**config.mk**
```make
export PLATFORM = sky130hd
export DESIGN_NAME = mul_exp_round_pipe
export DESIGN_NICKNAME = d
export VERILOG_FILES = /design/src/rtl/mul_exp_round_pipe.sv
export SDC_FILE = /design/constraint.sdc
export NUM_CORES = 1
export LEC_CHECK = 0
export BUFFER_PORTS_ARGS = -buffer_cell sky130_fd_sc_hd__buf_2
export CAP_MARGIN = 20
export CELL_PAD_IN_SITES_DETAIL_PLACEMENT = 1
export CELL_PAD_IN_SITES_GLOBAL_PLACEMENT = 2
export CORE_UTILIZATION = 31
export CTS_CLUSTER_SIZE = 30
export DETAILED_ROUTE_END_ITERATION = 7
export PLACE_DENSITY_LB_ADDON = 0.15
export SYNTH_ARGS = -nofsm -noshare
export SYNTH_HDL_FRONTEND = slang
export SYNTH_SLANG_ARGS = --single-unit
```
**constraint.sdc**
```tcl
create_clock -name i_clk -period 2.5 [get_ports i_clk]
set_input_delay 0.25 -clock i_clk [delete_from_list [all_inputs] [get_ports i_clk]]
set_output_delay 0.25 -clock i_clk [all_outputs]
set_load 0.01 [all_outputs]
```
**src/rtl/mul_exp_round_pipe.sv**
```systemverilog
// rtl/mul_exp_round_pipe.sv - two-stage FPU multiplier exponent path with round carry and saturation
module mul_exp_round_pipe #(
    parameter int EXP_W = 8,
    parameter int BIAS  = 127
) (
    input  logic             i_clk,
    input  logic             i_rst,
    input  logic             i_valid,
    output logic             o_ready,
    input  logic [EXP_W-1:0] i_exp_a,
    input  logic [EXP_W-1:0] i_exp_b,
    input  logic             i_norm_shift,
    input  logic             i_carry_rounding,
    input  logic             i_zero,
    output logic             o_valid,
    input  logic             i_ready,
    output logic [EXP_W-1:0] o_exp_result,
    output logic             o_overflow,
    output logic             o_underflow
);

    // Two guard bits: one for the a+b carry, one for sign once the bias is removed.
    localparam int SW = EXP_W + 2;
    localparam logic signed [SW-1:0] EXP_MAX = SW'((1 << EXP_W) - 1);

    logic                 s1_valid;
    logic signed [SW-1:0] s1_sum;
    logic                 s1_carry;
    logic                 s1_zero;

    logic                 s2_load;
    logic                 s1_load;
    logic signed [SW-1:0] s1_sum_next;
    logic signed [SW-1:0] r;
    logic [EXP_W-1:0]     exp_next;
    logic                 ovf_next;
    logic                 unf_next;

    // Stage 2 drains whenever it is empty or its result is being taken;
    // stage 1 can then move forward, which is also when a new input fits.
    assign s2_load = !o_valid || i_ready;
    assign s1_load = !s1_valid || s2_load;
    assign o_ready = s1_load;

    assign s1_sum_next = SW'(i_exp_a) + SW'(i_exp_b) - SW'(BIAS) + SW'(i_norm_shift);
    assign r           = s1_sum + SW'(s1_carry);

    // Saturation: zero wins over both flags, then overflow, then underflow (no subnormals).
    always_comb begin
        exp_next = r[EXP_W-1:0];
        ovf_next = 1'b0;
        unf_next = 1'b0;
        if (s1_zero) begin
            exp_next = '0;
        end else if (r >= EXP_MAX) begin
            exp_next = '1;
            ovf_next = 1'b1;
        end else if (r[SW-1] || (r == '0)) begin
            exp_next = '0;
            unf_next = 1'b1;
        end
    end

    // Stage 1: biased sum plus normalisation increment, carry/zero ride alongside.
    always_ff @(posedge i_clk) begin
        if (i_rst) begin
            s1_valid <= 1'b0;
            s1_sum   <= '0;
            s1_carry <= 1'b0;
            s1_zero  <= 1'b0;
        end else if (s1_load) begin
            s1_valid <= i_valid;
            if (i_valid) begin
                s1_sum   <= s1_sum_next;
                s1_carry <= i_carry_rounding;
                s1_zero  <= i_zero;
            end
        end
    end

    // Stage 2: output register; data held while stalled, valid clears on a bubble.
    always_ff @(posedge i_clk) begin
        if (i_rst) begin
            o_valid      <= 1'b0;
            o_exp_result <= '0;
            o_overflow   <= 1'b0;
            o_underflow  <= 1'b0;
        end else if (s2_load) begin
            o_valid <= s1_valid;
            if (s1_valid) begin
                o_exp_result <= exp_next;
                o_overflow   <= ovf_next;
                o_underflow  <= unf_next;
            end
        end
    end

endmodule

```
Word-level counts from Yosys, hierarchy flattened
Index checks and enable logic that the tools add are counted.
Operators by class
  add/sub/neg operators: 4
  multiply operators: 0
  divide/modulo/power cells: 0
  $lt $le $gt $ge: 1
  eq/ne operators: 0
  shift-type cells: 0
  muxes and demuxes: 8
  bitwise operators: 0
  reductions and logical operators: 8
Operators with widths (number)
  8-bit two-way mux: 3
  10-bit by 1-bit adder with 10-bit output: 2
  10-bit by 9-bit greater-or-equal comparator with 1-bit output, second input constant: 1
  10-bit zero test: 1
  9-bit by 7-bit subtractor with 10-bit output, second input constant: 1
  8-bit by 8-bit adder with 9-bit output: 1
  1-bit two-way mux: 5
  2-bit AND reduction: 2
  1-bit logical OR: 3
  1-bit zero test: 2
Storage, ports and cells
  flip-flop bits (word level): 24
  bits in latches: 0
  bits in writable memories: 0
  ROM bits: 0
  input bits: 23
  output and inout bits: 12
  logic and storage cells: 29
  memories: 0

Logic depth before layout (Yosys ltp)
Gate-level depths: netlist of run 1.
  depth after elaboration: 6
  gate-level depth with buffers: 11

Worst setup path before layout of run 1
OpenSTA, ideal clock, no wires.
  path type: input-to-reg
  from: input port i_exp_a[0]
  to: register s1_sum[8]
  library setup time: 0.064 ns
  data arrival time: 2.109 ns
  required time: 2.436 ns
  slack: 0.327 ns
  stages on the path: 11
  path through: inv_1 > ha_1 > inv_1 > ha_1 > inv_1 > fa_1 > nand2b_1 > a21oi_2 > nor4_1 > or4b_1 > nand4_1
Between the ends
  cells in the longest elaborated chain, start to end: 3
RTL lines
  start, declared: RTL line 10  | input logic [EXP_W-1:0] i_exp_a,
  8-bit by 8-bit adder with 9-bit output: RTL line 45  | assign s1_sum_next = SW'(i_exp_a) + SW'(i_exp_b) - SW'(BIAS) + SW'(i_norm_shift);
  9-bit by 7-bit subtractor with 10-bit output: RTL line 45
  10-bit by 1-bit adder with 10-bit output: RTL line 45
  end signal, assigned: RTL line 74  | s1_sum <= s1_sum_next;
  end, declared: RTL line 27  | logic signed [SW-1:0] s1_sum;
Every way passes these cells.
A chain may end at the register's enable or synchronous reset.

Worst setup path in the final report of run 1
Same ends and word-level chain as after synthesis.

==> results of run 1 <==
==> cell usage in the layout, fill, tap and decap left out, types with 3 or more instances in the layout <==
| cell type | n |
|---|---|
| buf_2 | 34 |
| o31ai_1 | 5 |
| o21ai_0 | 3 |
| nor4_1 | 5 |
| and3_1 | 4 |
| inv_1 | 16 |
| xor2_1 | 6 |
| clkbuf_8 | 3 |
| a21oi_2 | 4 |
| nand3_1 | 10 |
| o21ai_1 | 4 |
| nor2_1 | 10 |
| a21oi_1 | 16 |
| dfxtp_1 | 24 |
| nand2_1 | 28 |
| nand3_2 | 3 |
| xnor2_1 | 8 |
| nand2b_1 | 3 |
| ha_1 | 18 |
==> how the worst max path moves through the flow <==
stage	startpoint	end	slack, ns	depth (start not counted)
global route	i_exp_a[0]	s1_sum[8]$_SDFFE_PP0P_	0.20	12
CTS	i_exp_a[0]	s1_sum[8]$_SDFFE_PP0P_	0.32	12
detailed placement	i_exp_a[0]	s1_sum[8]$_SDFFE_PP0P_	0.04	12
global placement	i_exp_a[0]	s1_sum[8]$_SDFFE_PP0P_	0.16	12
finish	i_exp_a[0]	s1_sum[8]$_SDFFE_PP0P_	0.31	12
floorplan	i_exp_a[0]	s1_sum[8]$_SDFFE_PP0P_	0.33	11
==> power by group through the flow <==
stage | clock network [µW] | registers [µW] | logic (µW)
after floorplan | 0 | 444 | 212
after global placement | 0 | 456 | 267
after detailed placement | 0 | 459 | 278
after CTS | 239 | 450 | 280
after global routing | 255 | 456 | 316
final | 229 | 450 | 274
==> per-layer routing <==
| layer | up-vias | share of wire (%) | track usage [%] | routed length (µm) |
|---|---|---|---|---|
| met5 | - | 0 | 0 | 0 |
| met4 | 0 | 1.4 | 6.29 | 56 |
| met3 | 4 | 2.6 | 0.803 | 102 |
| met2 | 33 | 53 | 29.6 | 2130 |
| met1 | 703 | 43 | 18.6 | 1710 |
| li1 | 774 | - | - | - |
==> cell type report <==
| class | instances | area [µm²] |
|---|---|---|
| repair buffers | 36 | 185 |
| multi-input cells | 154 | 1070 |
| fillers | 645 | 3180 |
| clock buffers | 3 | 41.3 |
| flip-flops and latches | 24 | 480 |
| inverters | 16 | 60.1 |
| well taps | 70 | 87.6 |
==> flip-flops by register name (all words and copies together) (netlist names) <==
signal        cells
o_overflow        1
o_valid           1
s1_valid          1
s1_carry          1
s1_sum           10
o_underflow       1
s1_zero           1
o_exp_result      8
==> metrics by stage <==
step	std cells	instance area, µm²	util [%]	worst slack [ns]
2_1_floorplan	202	1650	-	0.327
3_3_place_gp	300	1890	37.0	0.164
3_5_place_dp	300	1890	37.0	0.0364
4_1_cts	303	1930	37.8	0.324
5_1_grt	303	1930	37.8	0.202
6_report	303	1930	37.8	0.310
==> kinds of logic after synthesis <==
group,share of synthesized area (%)
flops,29.0
buf+inv,5.98
simple gates,24.2
xor+xnor,7.41
compound gates,18.5
fa+ha+maj,14.8
==> worst register-to-register path, stage by stage, from the launching register on <==
cell and delay [ns]:
dfxtp_1 0.35, ha_1 0.25, ha_1 0.31, nand3_2 0.18
nor3_2 0.24, xnor2_1 0.27, nand2_1 0.09, a22o_1 0.21
==> impl_metrics.csv, run 1 <==
group,metric,value,unit
status,status,"complete, no violations",
sta,whs,0.216,ns
die,rows,26,
worst_hold_path,min_to,"s1_zero$_SDFFE_PP0P_",
sta,setup_viol_count_final,0,
worst_hold_path,worstHoldStart,"i_zero",
logic_synthesis,ys.flop_type,"dfxtp_1",
clock_tree,clock-sinks,24,
final_layout,layout-drive-gt1-share,21.9,%
place,dp_hpwl,3320,µm
global_route,grt_pass1_vias,1501,
logic_synthesis,yosys.area.top_type,"dfxtp_1",
sta,maxSlewViolCount,0,
critical_path,crit_path_frequent_cell,"inv_1",
critical_path,critical_path_arrival,2.40,ns
clock_tree,clock_path_buffers,2,
clock_tree,cts_resized,0,
die,die_w,75.0,µm
clock_tree,cts_hold_buf,0,
critical_path,path_buf_inv,4,
logic_synthesis,ys_types,43,
die,die-area,5630,µm²
global_route,grt_max_degree,18,
critical_path,r2r-end,"o_exp_result[2]$_SDFFE_PP0P_",
detailed_routing,avgViaCountPerCell,5.00,
global_route,grt_pass1_wl,6800,µm
detailed_routing,drt-total-wl,4000,µm
logic_synthesis,avgSynthCellArea,8.19,µm²
power_and_ir_drop,power.share.sequential,47.2,%
die,core,5110,µm²
sta,relSlewSlack,69.0,%
sta,period_needed,2.19,ns
power_and_ir_drop,p_per_area,494,nW/µm²
power_and_ir_drop,peakVddDrop,164,µV
die,start_util,32.4,%
final_layout,area.growth.synth_to_final,16.6,%
die,ios,35,
clock_tree,htree_levels,1,
sta,fin_setup_tns,0,ns
power_and_ir_drop,power.internal,643,µW
detailed_routing,drc,0,
critical_path,path_max_fanout,3,
place,portBuffers,34,
sta,worstMarginPinSlew,0.463,ns
critical_path,critPathMaxStageDelay,0.47,ns
die,die_y,75.0,µm
critical_path,crit_slowest_cell,"or4b_1",
power_and_ir_drop,clockPowerShare,24.1,%
detailed_routing,drtIter0Drc,43,
sta,period_share,87.6,%
sta,skew,0.00485,ns
detailed_routing,via_count,1514,
critical_path,reg2reg_from,"s1_sum[0]$_SDFFE_PP0P_",
clock_tree,cts.clk_slew.worst_paths,0.08,ns
critical_path,crit_required,2.71,ns
power_and_ir_drop,p_switching,311,µW
logic_synthesis,yosys_warnings,0,
logic_synthesis,netlist_instances,202,
logic_synthesis,synth_area,1650,µm²
critical_path,crit_family,"adder cells",
critical_path,reg2reg_setup_slack,0.49,ns
power_and_ir_drop,swShare,32.6,%
final_layout,insertedDiodeCount,0,
logic_synthesis,synth_area_leaders,"dfxtp_1 29%, ha_1 14%, nand2_1 6.4%",
logic_synthesis,synth_top_area_share,29.0,%
clock_tree,root_buffer,"clkbuf_8",
logic_synthesis,netlist_top_cells_count,"28 x nand2_1, 24 x dfxtp_1, 18 x ha_1",
critical_path,rr_worst_depth,7,
sta,rsz0062_at_grt,"no",
sta,clock.fmax,0.457,GHz
logic_synthesis,ys_ff_latch,24,
sta,hold_violations,0,
critical_path,crit_path_end_kind,"flop",
global_route,antenna_found_initial,0,
power_and_ir_drop,p_total,953,µW
critical_path,crit_path_start_kind,"input pin",
critical_path,critPathKind,"in -> reg",
detailed_routing,drtPass1Iterations,4,
place,gp_congestion,0.753,
detailed_routing,drtAntennaViolNets,0,
global_route,grt_overflow,0,
final_layout,fin_nets,277,
logic_synthesis,synth.most_common_cell,"nand2_1",
power_and_ir_drop,p_leak,0.000863,µW
clock_tree,cts_tree,"built",
worst_hold_path,hp-class,"in -> reg",
flow_run,max-cap-violations,0,
power_and_ir_drop,comb_power_share,28.8,%
detailed_routing,post_drt_wl_per_cell,13.2,µm
logic_synthesis,synth_seq_area_share,29.0,%
logic_synthesis,syn-num-nets,244,
clock_tree,cts_buffers,3,
clock_tree,cts_setup_buffers,0,
critical_path,worstPathCellList,"buf_2 > inv_1 > ha_1 > inv_1 > ha_1 > inv_1 > fa_1 > nand2b_1 > a21oi_2 > nor4_1 > or4b_1 > nand4_1",
clock_tree,clock_latency,0.27,ns
global_route,grt_usage,15.8,%
logic_synthesis,synth_edf_count,0,
worst_hold_path,holdPathStages,3,
logic_synthesis,synth-async-reset-ratio,0,%
Note: power is estimated with default switching activity, not from simulation.
==> inputs of run 2 (changes only) <==
--- a/config.mk
+++ b/config.mk
@@ -5,11 +5,12 @@
 export SDC_FILE = /design/constraint.sdc
 export NUM_CORES = 1
 export LEC_CHECK = 0
+export ABC_AREA = 1
 export BUFFER_PORTS_ARGS = -buffer_cell sky130_fd_sc_hd__buf_2
 export CAP_MARGIN = 20
 export CELL_PAD_IN_SITES_DETAIL_PLACEMENT = 1
 export CELL_PAD_IN_SITES_GLOBAL_PLACEMENT = 2
-export CORE_UTILIZATION = 31
+export CORE_UTILIZATION = 30
 export CTS_CLUSTER_SIZE = 30
 export DETAILED_ROUTE_END_ITERATION = 7
 export PLACE_DENSITY_LB_ADDON = 0.15
==> run 2 against run 1 <==
Clock power rose by 52%. Combinational power increased by 17%. Critical path depth rose by 3. Hold slack better by 0.020 ns. Synthesized area grew 9.0%. Clock skew increased by 0.0011 ns. Non-clock buffer count decreased by 1. Count of clock-buffer cells in the layout did not move. Fmax grew 3.7%. Design area up 9.6%. Sequential power down 2%. Sequential cell count stayed put. Critical endpoint is now o_exp_result[4]$_SDFFE_PP0P_.
==> impl_metrics.csv, run 2 <==
group,metric,value,unit
detailed_routing,via_count,1724,
sta,rsz0062_at_grt,"no",
clock_tree,cts_buffers,3,
flow_run,max-cap-violations,0,
sta,period_share,84.5,%
place,portBuffers,34,
place,dp_hpwl,3610,µm
die,rows,27,
power_and_ir_drop,comb_power_share,28.9,%
clock_tree,clock_path_buffers,2,
global_route,grt_overflow,0,
global_route,grt_max_degree,19,
critical_path,crit_required,2.65,ns
clock_tree,root_buffer,"clkbuf_8",
sta,clock.fmax,0.473,GHz
sta,maxSlewViolCount,0,
logic_synthesis,ys.flop_type,"dfxtp_1",
sta,skew,0.00592,ns
place,gp_congestion,0.739,
logic_synthesis,synth-async-reset-ratio,0,%
sta,fin_setup_tns,0,ns
power_and_ir_drop,p_leak,0.00110,µW
die,start_util,32.0,%
sta,setup_viol_count_final,0,
sta,relSlewSlack,71.7,%
logic_synthesis,synth_area_leaders,"dfxtp_1 27%, ha_1 12%, nand2_1 11%",
detailed_routing,drt-total-wl,4320,µm
detailed_routing,post_drt_wl_per_cell,11.6,µm
global_route,grt_pass1_vias,1736,
logic_synthesis,syn-num-nets,309,
critical_path,critical_path_arrival,2.26,ns
logic_synthesis,synth.most_common_cell,"nand2_1",
global_route,grt_pass1_wl,7670,µm
power_and_ir_drop,swShare,32.2,%
clock_tree,clock-sinks,24,
critical_path,critPathKind,"reg -> reg",
detailed_routing,drtPass1Iterations,4,
final_layout,area.growth.synth_to_final,17.3,%
logic_synthesis,synth_edf_count,0,
die,die_y,79.5,µm
final_layout,design_area,2110,µm²
power_and_ir_drop,clockPowerShare,31.4,%
logic_synthesis,synth_top_area_share,26.6,%
die,die-area,6320,µm²
clock_tree,cts_hold_buf,0,
sta,hold_violations,0,
final_layout,largest_reg_flops,10,
clock_tree,cts_tree,"built",
logic_synthesis,ys_types,32,
logic_synthesis,synth_seq_area_share,26.6,%
clock_tree,clock_latency,0.27,ns
logic_synthesis,yosys.area.top_type,"dfxtp_1",
global_route,grt_usage,15.0,%
logic_synthesis,ys_ff_latch,24,
critical_path,path_max_fanout,6,
die,die_w,79.5,µm
sta,period_needed,2.11,ns
logic_synthesis,synth_area,1800,µm²
final_layout,final_cell_mix,"53 x nand2_1, 43 x inv_1, 34 x buf_2, 32 x nor2_1, 24 x dfxtp_1",
power_and_ir_drop,power.internal,753,µW
detailed_routing,drc,0,
place,dpl.cell_count,370,
final_layout,top_register,"s1_sum",
place,placed_area,2040,µm²
critical_path,crit_path_end_kind,"flop",
final_layout,post-route-util,37.5,%
logic_synthesis,netlist_instances,267,
clock_tree,cts_setup_buffers,0,
final_layout,fin_nets,345,
power_and_ir_drop,power.share.sequential,39.7,%
logic_synthesis,avgSynthCellArea,6.75,µm²
final_layout,largestRegisters,"s1_sum: 10 flops, o_exp_result: 8 flops",
clock_tree,cts_resized,0,
detailed_routing,drtIter0Drc,71,
logic_synthesis,netlist_top_cells_count,"53 x nand2_1, 43 x inv_1, 32 x nor2_1",
global_route,antenna_found_initial,0,
final_layout,insertedDiodeCount,0,
critical_path,crit_path_start_kind,"flop",
logic_synthesis,yosys_warnings,0,
status,status,"complete, no violations",
clock_tree,htree_levels,1,
power_and_ir_drop,p_switching,357,µW
worst_hold_path,hp-class,"in -> reg",
detailed_routing,avgViaCountPerCell,4.61,
detailed_routing,drtAntennaViolNets,0,
die,ios,35,
sta,whs,0.236,ns
final_layout,fin_cells,374,
power_and_ir_drop,peakVddDrop,269,µV
final_layout,layout-drive-gt1-share,19.9,%
power_and_ir_drop,p_per_area,525,nW/µm²
clock_tree,cts.clk_slew.worst_paths,0.09,ns
sta,worstMarginPinSlew,0.424,ns
final_layout,final_common_cell,"nand2_1",
die,core,5640,µm²
==> run 2: power groups by stage <==
stage	clock [µW]	sequential, µW	combinational (µW)
2_1_floorplan	0	447	240
3_3_place_gp	0	448	326
3_5_place_dp	0	449	329
4_1_cts	361	441	331
5_1_grt	377	445	377
6_report	348	440	321
==> run 2: per-layer routing <==
layer	GRT usage [%]	vias up	part of all wire, %
met1	21.0	776	54
met5	0	-	0
met3	2.17	2	2.5
met4	1.64	0	0.58
li1	-	923	-
met2	24.8	23	43
==> run 2: stage by stage <==
step / setup WS (ns) / total power [µW]
3_5_place_dp: 0.306 / 778
4_1_cts: 0.358 / 1130
6_report: 0.388 / 1110
5_1_grt: 0.101 / 1200
3_3_place_gp: 0.368 / 774
2_1_floorplan: 0.551 / 686
==> run 2: worst paths after layout <==
kind | from | end | slack (ns) | depth (start not counted)
max reg2reg | s1_carry$_SDFFE_PP0P_ | o_exp_result[4]$_SDFFE_PP0P_ | 0.39 | 15
min reg2reg | o_exp_result[7]$_SDFFE_PP0P_ | o_exp_result[7]$_SDFFE_PP0P_ | 0.47 | 2
min | i_carry_rounding | s1_carry$_SDFFE_PP0P_ | 0.24 | 3
max | s1_carry$_SDFFE_PP0P_ | o_exp_result[4]$_SDFFE_PP0P_ | 0.39 | 15
==> run 2: worst max-delay path, stage by stage (launching register included) <==
cell      delay, ns
dfxtp_1        0.35
ha_1           0.28
ha_1           0.28
nand2_2        0.09
nor2_2         0.15
nand2_1        0.08
nand2_2        0.10
inv_1          0.04
nand2_1        0.06
nor2_1         0.04
nand3_1        0.06
nand2_1        0.09
nand3_2        0.11
clkinv_2       0.11
nor2_1         0.10
nor2_1         0.04
==> run 2: kinds of logic after synthesis <==
logic type / synth area share (%)
adder cells (fa/ha/maj): 13.6
AO/OA/AOI/OAI: 12.0
flip-flops: 26.6
buffers and inverters: 11.4
XOR/XNOR: 2.91
AND/OR/NAND/NOR: 33.4
==> run 2: final cells by class <==
cell class	instances	area [µm²]
Multi-Input combinational cell	192	1120
Fill cell	757	3530
Clock buffer	3	41.3
Clock inverter	1	30.0
Tap cell	72	90.1
Inverter	47	178
Sequential cell	24	480
Timing Repair Buffer	35	178
==> inputs of run 3 (changes only) <==
--- a/config.mk
+++ b/config.mk
@@ -5,12 +5,12 @@
 export SDC_FILE = /design/constraint.sdc
 export NUM_CORES = 1
 export LEC_CHECK = 0
-export ABC_AREA = 1
+export ABC_AREA = 0
 export BUFFER_PORTS_ARGS = -buffer_cell sky130_fd_sc_hd__buf_2
 export CAP_MARGIN = 20
 export CELL_PAD_IN_SITES_DETAIL_PLACEMENT = 1
 export CELL_PAD_IN_SITES_GLOBAL_PLACEMENT = 2
-export CORE_UTILIZATION = 30
+export CORE_UTILIZATION = 31
 export CTS_CLUSTER_SIZE = 30
 export DETAILED_ROUTE_END_ITERATION = 7
 export PLACE_DENSITY_LB_ADDON = 0.15
==> constraint.sdc (replaced) <==
create_clock -name i_clk -period 2.1 [get_ports i_clk]
set_input_delay 0.21 -clock i_clk [delete_from_list [all_inputs] [get_ports i_clk]]
set_output_delay 0.21 -clock i_clk [all_outputs]
set_load 0.01 [all_outputs]
==> run 3 against run 2 <==
Die area fell by 11%. Sequential cell count is the same. Sequential power rose by 21%. Register-to-register slack got worse by 0.20 ns. Core utilization rose by 0.93 points. Non-clock buffer count increased by 4. First-iteration DRC count decreased by 49%. Design area is 7.2% lower. Routed wire length is 13% lower. Critical path type is now in -> reg. Critical endpoint is now s1_sum[8]$_SDFFE_PP0P_. Largest power group unchanged.
==> impl_metrics.csv, run 3 (synthesized netlist as in run 1, its figures left out) <==
group,metric,value,unit
global_route,antenna_found_initial,0,
detailed_routing,post_drt_wl_per_cell,12.3,µm
final_layout,area.growth.synth_to_final,18.6,%
place,gp_congestion,0.739,
die,start_util,32.4,%
final_layout,insertedDiodeCount,0,
final_layout,layout-drive-gt1-share,23.7,%
clock_tree,clock_latency,0.27,ns
power_and_ir_drop,p_per_area,581,nW/µm²
global_route,grt_pass1_vias,1453,
sta,worstMarginPinSlew,0.382,ns
detailed_routing,drt-total-wl,3770,µm
clock_tree,clock_path_buffers,2,
detailed_routing,avgViaCountPerCell,4.93,
power_and_ir_drop,p_switching,367,µW
status,status,"complete, no violations",
power_and_ir_drop,power.share.sequential,46.8,%
sta,setup_viol_count_final,0,
sta,relSlewSlack,74.3,%
critical_path,crit_required,2.31,ns
clock_tree,clock-sinks,24,
die,core,5110,µm²
sta,clock.fmax,0.511,GHz
detailed_routing,met1_length,1680,µm
global_route,grt_usage,15.0,%
final_layout,num-fill-cells,663,
final_layout,final_cell_mix,"34 x buf_2, 28 x nand2_1, 24 x dfxtp_1, 17 x ha_1",
power_and_ir_drop,swShare,32.2,%
final_layout,post-route-util,38.4,%
clock_tree,cts.clk_slew.worst_paths,0.08,ns
detailed_routing,drc,0,
die,die_y,75.0,µm
die,die-area,5630,µm²
final_layout,largest_reg_flops,10,
final_layout,final_common_cell,"buf_2",
flow_run,max-cap-violations,0,
detailed_routing,via_count,1508,
critical_path,crit_path_end_kind,"flop",
power_and_ir_drop,p_leak,0.000881,µW
power_and_ir_drop,p_total,1140,µW
final_layout,largestRegisters,"s1_sum: 10 flops, o_exp_result: 8 flops",
global_route,grt_overflow,0,
power_and_ir_drop,clockPowerShare,23.7,%
critical_path,crit_path_start_kind,"input pin",
detailed_routing,highest_layer,"met4",
critical_path,crit_path_frequent_cell,"inv_1",
sta,hold_violations,0,
critical_path,path_buf_inv,4,
detailed_routing,drtPass1Iterations,3,
die,rows,26,
place,portBuffers,34,
global_route,grt_max_degree,18,
critical_path,path_max_fanout,2,
sta,skew,0.00193,ns
clock_tree,htree_levels,1,
clock_tree,cts_tree,"built",
global_route,grt_pass1_wl,6500,µm
die,die_w,75.0,µm
die,ios,35,
detailed_routing,drtIter0Drc,36,
critical_path,critPathKind,"in -> reg",
clock_tree,root_buffer,"clkbuf_8",
critical_path,critical_path_arrival,2.17,ns
final_layout,design_area,1960,µm²
power_and_ir_drop,comb_power_share,29.6,%
sta,period_share,93.2,%
detailed_routing,wl_met3,103,µm
place,dp_hpwl,3150,µm
critical_path,worstPathCellList,"buf_2 > inv_1 > ha_1 > inv_1 > ha_1 > inv_1 > fa_1 > nand2b_4 > a21oi_2 > nor4_1 > or4b_1 > nand4_1",
place,placed_area,1920,µm²
power_and_ir_drop,power.internal,774,µW
final_layout,top_register,"s1_sum",
sta,maxSlewViolCount,0,
final_layout,fin_nets,280,
clock_tree,cts_buffers,3,
detailed_routing,drtAntennaViolNets,0,
detailed_routing,dr_wl_met2,1930,µm
critical_path,crit_family,"adder cells",
clock_tree,cts_setup_buffers,0,
sta,rsz0062_at_grt,"no",
critical_path,crit_slowest_cell,"or4b_1",
worst_hold_path,hp-class,"in -> reg",
sta,period_needed,1.96,ns
critical_path,critPathMaxStageDelay,0.46,ns
power_and_ir_drop,peakVddDrop,207,µV
[run 3: per-stage QoR]
stage	TNS [ns]	setup WS (ns)	cells	hold WS, ns
CTS	0	0.112	306	0.176
floorplan	0	0.0178	202	0.346
detailed placement	-0.162	-0.155	303	0.437
finish	0	0.142	306	0.178
global placement	-0.100	-0.100	303	0.437
global route	0	0.0184	306	0.174
[run 3: layout make-up]
type,count,area (µm²),area share (%)
Tap cell,70,87.6,4.46
Timing Repair Buffer,39,208,10.6
Sequential cell,24,480,24.5
Clock buffer,3,41.3,2.10
Inverter,16,60.1,3.06
Multi-Input combinational cell,154,1080,55.3
[run 3: power groups by stage]
| stage | clock [µW] | combinational [µW] | sequential, µW |
|---|---|---|---|
| after detailed placement | 0 | 340 | 545 |
| after global placement | 0 | 331 | 542 |
| final | 270 | 337 | 533 |
| after floorplan | 0 | 257 | 529 |
| after CTS | 282 | 344 | 534 |
| after global routing | 300 | 388 | 539 |
[run 3: final timing paths]
check | start | end | slack, ns | cells past startpoint
worst max-delay path | i_exp_a[0] | s1_sum[8]$_SDFFE_PP0P_ | 0.14 | 12
worst min-delay path | i_carry_rounding | s1_carry$_SDFFE_PP0P_ | 0.18 | 3
worst max register to register | s1_sum[0]$_SDFFE_PP0P_ | o_exp_result[3]$_SDFFE_PP0P_ | 0.19 | 7
worst min register to register | o_exp_result[6]$_SDFFE_PP0P_ | o_exp_result[6]$_SDFFE_PP0P_ | 0.44 | 2
[run 3: tightest hold or removal path, cell delays in order]
cell and delay [ns]:
buf_2 0.10, nand2_1 0.05, a21oi_1 0.05
[run 3: what timing repair did]
item                       in CTS  in global routing
setup endpoints to repair       0                  4
hold buffers                    0                  0
gates resized for setup         0                  1
[run 3: layer usage]
metal | GRT usage [%] | vias to the layer above
li1 | - | 780
met1 | 17.7 | 697
met2 | 27.3 | 26
met3 | 2.01 | 5
met4 | 5.66 | 0
met5 | 0 | -
